### src/rtl/auto_led_seq.sv
// Switch-pattern classifier with LED sequencing: the switches are debounced,
// the accepted result is flashed BLINK_N times, and then shown steadily until the switches change.
module auto_led_seq #(
  parameter int TICK_DIV    = 100000,
  parameter int DEB_TICKS   = 20,
  parameter int BLINK_TICKS = 250,
  parameter int BLINK_N     = 3
) (
  input  logic       clk,
  input  logic       rst_n,
  input  logic       en,
  input  logic [3:0] sw,
  output logic [1:0] RGB_led_A,
  output logic [1:0] code,
  output logic       valid
);

  localparam int PW   = $clog2(TICK_DIV);
  localparam int STW  = $clog2(DEB_TICKS + 1);
  localparam int BW   = (BLINK_TICKS > 1) ? $clog2(BLINK_TICKS) : 1;
  localparam int PHW  = $clog2(2 * BLINK_N);

  localparam logic [PW-1:0]  PRESC_LAST = PW'(TICK_DIV - 1);
  localparam logic [STW-1:0] STAB_DONE  = STW'(DEB_TICKS);
  localparam logic [BW-1:0]  BCNT_LAST  = BW'(BLINK_TICKS - 1);
  localparam logic [PHW-1:0] PHASE_LAST = PHW'(2 * BLINK_N - 1);

  typedef enum logic [1:0] {IDLE, SETTLE, BLINK, SOLID} state_t;

  state_t         state, state_next;
  logic [3:0]     sw_meta, swq, swq_prev, sw_latched;
  logic [PW-1:0]  presc;
  logic [STW-1:0] stab;
  logic [BW-1:0]  bcnt;
  logic [PHW-1:0] phase;
  logic           tick, sw_changed, sw_moved, stab_done, blink_done;

  function automatic logic [1:0] classify(input logic [3:0] p);
    case (p)
      4'b1000, 4'b0010, 4'b0001, 4'b1001: classify = 2'b10;
      4'b1100, 4'b1010, 4'b1101, 4'b0011: classify = 2'b01;
      default:                            classify = 2'b00;
    endcase
  endfunction

  assign tick       = (presc == PRESC_LAST);
  assign sw_changed = (swq != swq_prev);
  assign sw_moved   = (swq != sw_latched);
  assign stab_done  = (stab == STAB_DONE);
  assign blink_done = tick && (bcnt == BCNT_LAST) && (phase == PHASE_LAST);

  always_ff @(posedge clk) begin
    if (!rst_n) begin
      sw_meta  <= '0;
      swq      <= '0;
      swq_prev <= '0;
      presc    <= '0;
    end else begin
      sw_meta  <= sw;
      swq      <= sw_meta;
      swq_prev <= swq;
      presc    <= tick ? '0 : presc + 1'b1;
    end
  end

  always_ff @(posedge clk) begin
    if (!rst_n) state <= IDLE;
    else        state <= state_next;
  end

  // Dropping en overrides every other transition.
  always_comb begin
    state_next = state;
    if (!en) begin
      state_next = IDLE;
    end else begin
      case (state)
        IDLE:    state_next = SETTLE;
        SETTLE:  if (!sw_changed && stab_done) state_next = BLINK;
        BLINK:   if (sw_moved) state_next = SETTLE;
                 else if (blink_done) state_next = SOLID;
        SOLID:   if (sw_moved) state_next = SETTLE;
        default: state_next = IDLE;
      endcase
    end
  end

  always_comb begin
    valid     = 1'b0;
    RGB_led_A = 2'b00;
    case (state)
      BLINK: begin
        valid     = 1'b1;
        RGB_led_A = phase[0] ? 2'b00 : code;
      end
      SOLID: begin
        valid     = 1'b1;
        RGB_led_A = code;
      end
      default: ;
    endcase
  end

  // Counters only run while their state persists, so they restart from zero on every entry.
  always_ff @(posedge clk) begin
    if (!rst_n) begin
      stab       <= '0;
      bcnt       <= '0;
      phase      <= '0;
      code       <= 2'b00;
      sw_latched <= '0;
    end else begin
      if (state == SETTLE && state_next == SETTLE) begin
        if (sw_changed)              stab <= '0;
        else if (tick && !stab_done) stab <= stab + 1'b1;
      end else begin
        stab <= '0;
      end

      if (state == SETTLE && state_next == BLINK) begin
        sw_latched <= swq;
        code       <= classify(swq);
      end

      if (state == BLINK && state_next == BLINK) begin
        if (tick) begin
          if (bcnt == BCNT_LAST) begin
            bcnt  <= '0;
            phase <= phase + 1'b1;
          end else begin
            bcnt <= bcnt + 1'b1;
          end
        end
      end else begin
        bcnt  <= '0;
        phase <= '0;
      end
    end
  end

endmodule
### config.mk
export PLATFORM = sky130hd
export DESIGN_NAME = auto_led_seq
export DESIGN_NICKNAME = d
export VERILOG_FILES = /design/src/rtl/auto_led_seq.sv
export SDC_FILE = /design/constraint.sdc
export NUM_CORES = 1
export LEC_CHECK = 0
export ABC_AREA = 1
export BUFFER_PORTS_ARGS = -buffer_cell sky130_fd_sc_hd__buf_2
export CAP_MARGIN = 20
export CORE_MARGIN = 2
export CORE_UTILIZATION = 45
export CTS_BUF_LIST = sky130_fd_sc_hd__clkbuf_8
export CTS_CLUSTER_SIZE = 28
export DETAILED_ROUTE_END_ITERATION = 7
export PLACE_DENSITY = 0.6
export SLEW_MARGIN = 10
export SYNTH_ARGS = -nofsm -noshare
export SYNTH_HDL_FRONTEND = slang
export SYNTH_SLANG_ARGS = --single-unit
### constraint.sdc
create_clock -name clk -period 3.55 [get_ports clk]
set_input_delay 0.355 -clock clk [delete_from_list [all_inputs] [get_ports clk]]
set_output_delay 0.355 -clock clk [all_outputs]
set_load 0.02 [all_outputs]
==> results.py <==
metrics = {
    "min_path": {
        "min_from": "sw[2]",
        "min_to": "sw_meta[2]",
        "hp-class": "in -> reg",
        "whs_path_depth": 3,
    },
    "sta": {
        "slew_headroom_pct": 62.3,
        "fin_crit_sh_pct": 53.7,
        "maxSlewViolCount": 0,
        "period_minus_slack_ns": 1.90,
        "worst_pin_slew_ns": 0.563,
        "holdWs_ns": 0.233,
        "clock_skew_ns": 0.00541,
        "rsz0062_at_grt": "false",
        "fmax_ghz": 0.525,
        "setup_viol": 0,
        "hold_viol": 0,
        "setup_tns_ns": 0,
    },
    "floorplan": {
        "io_pins": 12,
        "rows": 28,
        "core_area_mm2": 0.00592,
        "dieArea_mm2": 0.00677,
        "die_h_um": 82.3,
        "start_util_pct": 46.6,
        "dieWidth_um": 82.3,
    },
    "power_and_ir_drop": {
        "p_per_area_mw_per_mm2": 373,
        "seqPwrFrac_pct": 54.3,
        "ir_worst_vdd_mv": 0.219,
        "clkPwrFrac_pct": 42.4,
        "internal_power_uw": 896,
        "p_total_uw": 1120,
        "power_leakage_uw": 0.00129,
        "switching_share_pct": 20.1,
        "p_comb_share_pct": 3.3,
        "switchingPower_uw": 226,
    },
    "route": {
        "drt-total-wl_mm": 4.89,
        "viasPerCell": 4.63,
        "wire_per_inst_um": 10.5,
        "first_pass_iters": 4,
        "drc": 0,
        "drtIter0Drc": 102,
        "vias": 2154,
        "antenna_left": 0,
    },
    "critical_path": {
        "critPathLaunchType": "flip-flop",
        "arrival_ns": 2.11,
        "timing.rr.end": "presc[8]",
        "ff2ff_path_depth": 9,
        "crit_type": "reg -> reg",
        "cp.depth": 9,
        "crit_path_top_delay_cell": "nand2_1",
        "critPathMaxStageDelay_ns": 0.44,
        "critPathCaptureType": "flip-flop",
        "path_buf_inv": 0,
        "r2r-start": "presc[0]",
        "cp_cell_sequence": "ha_1, nand2_1, nor2_4, nand3_2, nor2_4, nand2_4, nand2_1, o21bai_1, a21oi_1",
        "crit_path_max_fanout": 17,
        "worstPathRequired_ns": 3.75,
        "crit_family": "simple AND/OR/NAND/NOR gates",
        "r2r_setup_slack_ns": 1.65,
    },
    "logic_synthesis": {
        "yosysSeqAreaShare_pct": 38.5,
        "ys_types": 36,
        "async_flop_share_pct": 0,
        "synth_area_per_cell_um2": 7.33,
        "synthFlopType": "dfxtp_1",
        "netlist_area_mm2": 0.00276,
        "synth_edf_count": 0,
        "syn_inst": 376,
        "synth_fp_nets": 392,
        "synth-seq-cells": 53,
        "ys.warnings.count": 0,
    },
    "grt": {
        "grt_use_met1_pct": 20.7,
        "grt_max_degree": 22,
        "use_met3_pct": 3.59,
        "grt_pass1_wl_mm": 8.41,
        "grt_util_met2_pct": 26.8,
        "grt.busiest_layer": "met2",
        "grt_pass1_vias": 1952,
        "grt_overflow": 0,
        "grtUsageTotal_pct": 15.9,
        "antenna_found_initial": 0,
    },
    "cts": {
        "clk_latency_ns": 0.30,
        "clk_pin_slew_worst_paths_ns": 0.09,
        "post_cts_buffers": 0,
        "htree_levels": 2,
        "cts_buffer_depth": 2,
        "ctsHoldBuffers": 0,
        "cts_buffers": 5,
        "cts-root-buf": "clkbuf_8",
        "cts_resized": 0,
        "cts.sinks": 53,
        "cts_tree": "built",
    },
    "run": {
        "cap_violations": 0,
    },
    "cells_and_area": {
        "area_growth_pct": 9.12,
        "final_cell_mix": "nand2_1, inv_1, dfxtp_1, nor2_1, a21oi_1",
        "postLayoutCoreUtil_pct": 50.8,
        "nNetsFinal": 405,
        "num_antenna_cells": 0,
        "final_common_cell": "nand2_1",
        "drive_gt1_share_pct": 13.6,
    },
    "place": {
        "gp_congestion": 0.812,
        "port_buffers": 11,
        "dp_hpwl_mm": 3.69,
    },
    "run_status": {
        "status": "finished, final reports clean",
    },
}
## registers in the layout, summed over array words and instances, names as in the netlist
| signal | count |
|---|---|
| state | 2 |
| code | 2 |
| swq_prev | 4 |
| stab | 5 |
| bcnt | 8 |
| sw_meta | 4 |
| phase | 3 |
| swq | 4 |
| presc | 17 |
| sw_latched | 4 |
## cell usage after synthesis (4+ instances only)
library cell  instances  share of area [%]
inv_1                63                8.6
nor3b_1               6                1.6
nor2_2                4               0.91
nand3_2               6                2.2
dfxtp_1              53                 38
nor2_4                5                2.0
nor2_1               35                4.8
inv_2                 8                1.1
xor2_1               15                4.8
nand3_1              17                3.1
a21oi_1              18                3.3
nor3_1               11                2.0
nand2_1              84                 11
o21ai_0               6                1.1
nand4_1               9                2.0
ha_1                  9                4.1
## final cells by class
type                       count  area, um^2
fill                         577        2910
multi-input combinational    247        1400
sequential                    53        1060
inverter                      71         267
tap                           75        93.8
clock buffer                   5        68.8
clock inverter                 3        65.1
timing repair buffer          11        55.1
## routing by layer
metal | vias up | wire length [um]
met5 | - | 0
met4 | 0 | 48
met3 | 5 | 102
met2 | 15 | 2300
met1 | 946 | 2440
li1 | 1188 | -
## power groups by stage
stage                     logic (uW)  registers (uW)  clock network (uW)
after global routing            43.8             611                 515
final                           37.1             609                 476
after CTS                       37.8             610                 495
after detailed placement        37.7             624                   0
after floorplan                 30.0             621                   0
after global placement          36.9             623                   0
## per-stage QoR
step	instance area, um^2	setup WS, ns	std cells
4_1_cts	3010	1.62	465
6_report	3010	1.65	465
3_3_place_gp	2880	1.67	457
2_1_floorplan	2760	2.03	376
5_1_grt	3010	1.52	465
3_5_place_dp	2880	1.63	457
## tightest hold or removal path, delay by kind of cell
kind / cells / cell delay, ns
and+or+nand+nor: 1 / 0.04
buffers and inverters: 2 / 0.11
## worst max-delay path by stage
stage                         from   endpoint  slack, ns
after floorplan           presc[0]  presc[13]       2.03
after global placement    presc[0]  presc[11]       1.67
after detailed placement  presc[0]   presc[8]       1.63
after CTS                 presc[0]   presc[8]       1.62
after global routing      presc[0]  presc[11]       1.52
final                     presc[0]   presc[8]       1.65
## logic make-up (layout without fill, tap and decap cells)
group	count (synthesis)	in the layout	synth area share (%)
AOI/OAI and AO/OA	31	31	6.08
xor gates and xnor gates	17	17	5.40
adders and majority gates	9	9	4.08
buffers and inverters	76	90	10.8
DFF	53	53	38.5
and+or+nand+nor	190	190	35.2
Power figures use the tool's default switching activity.
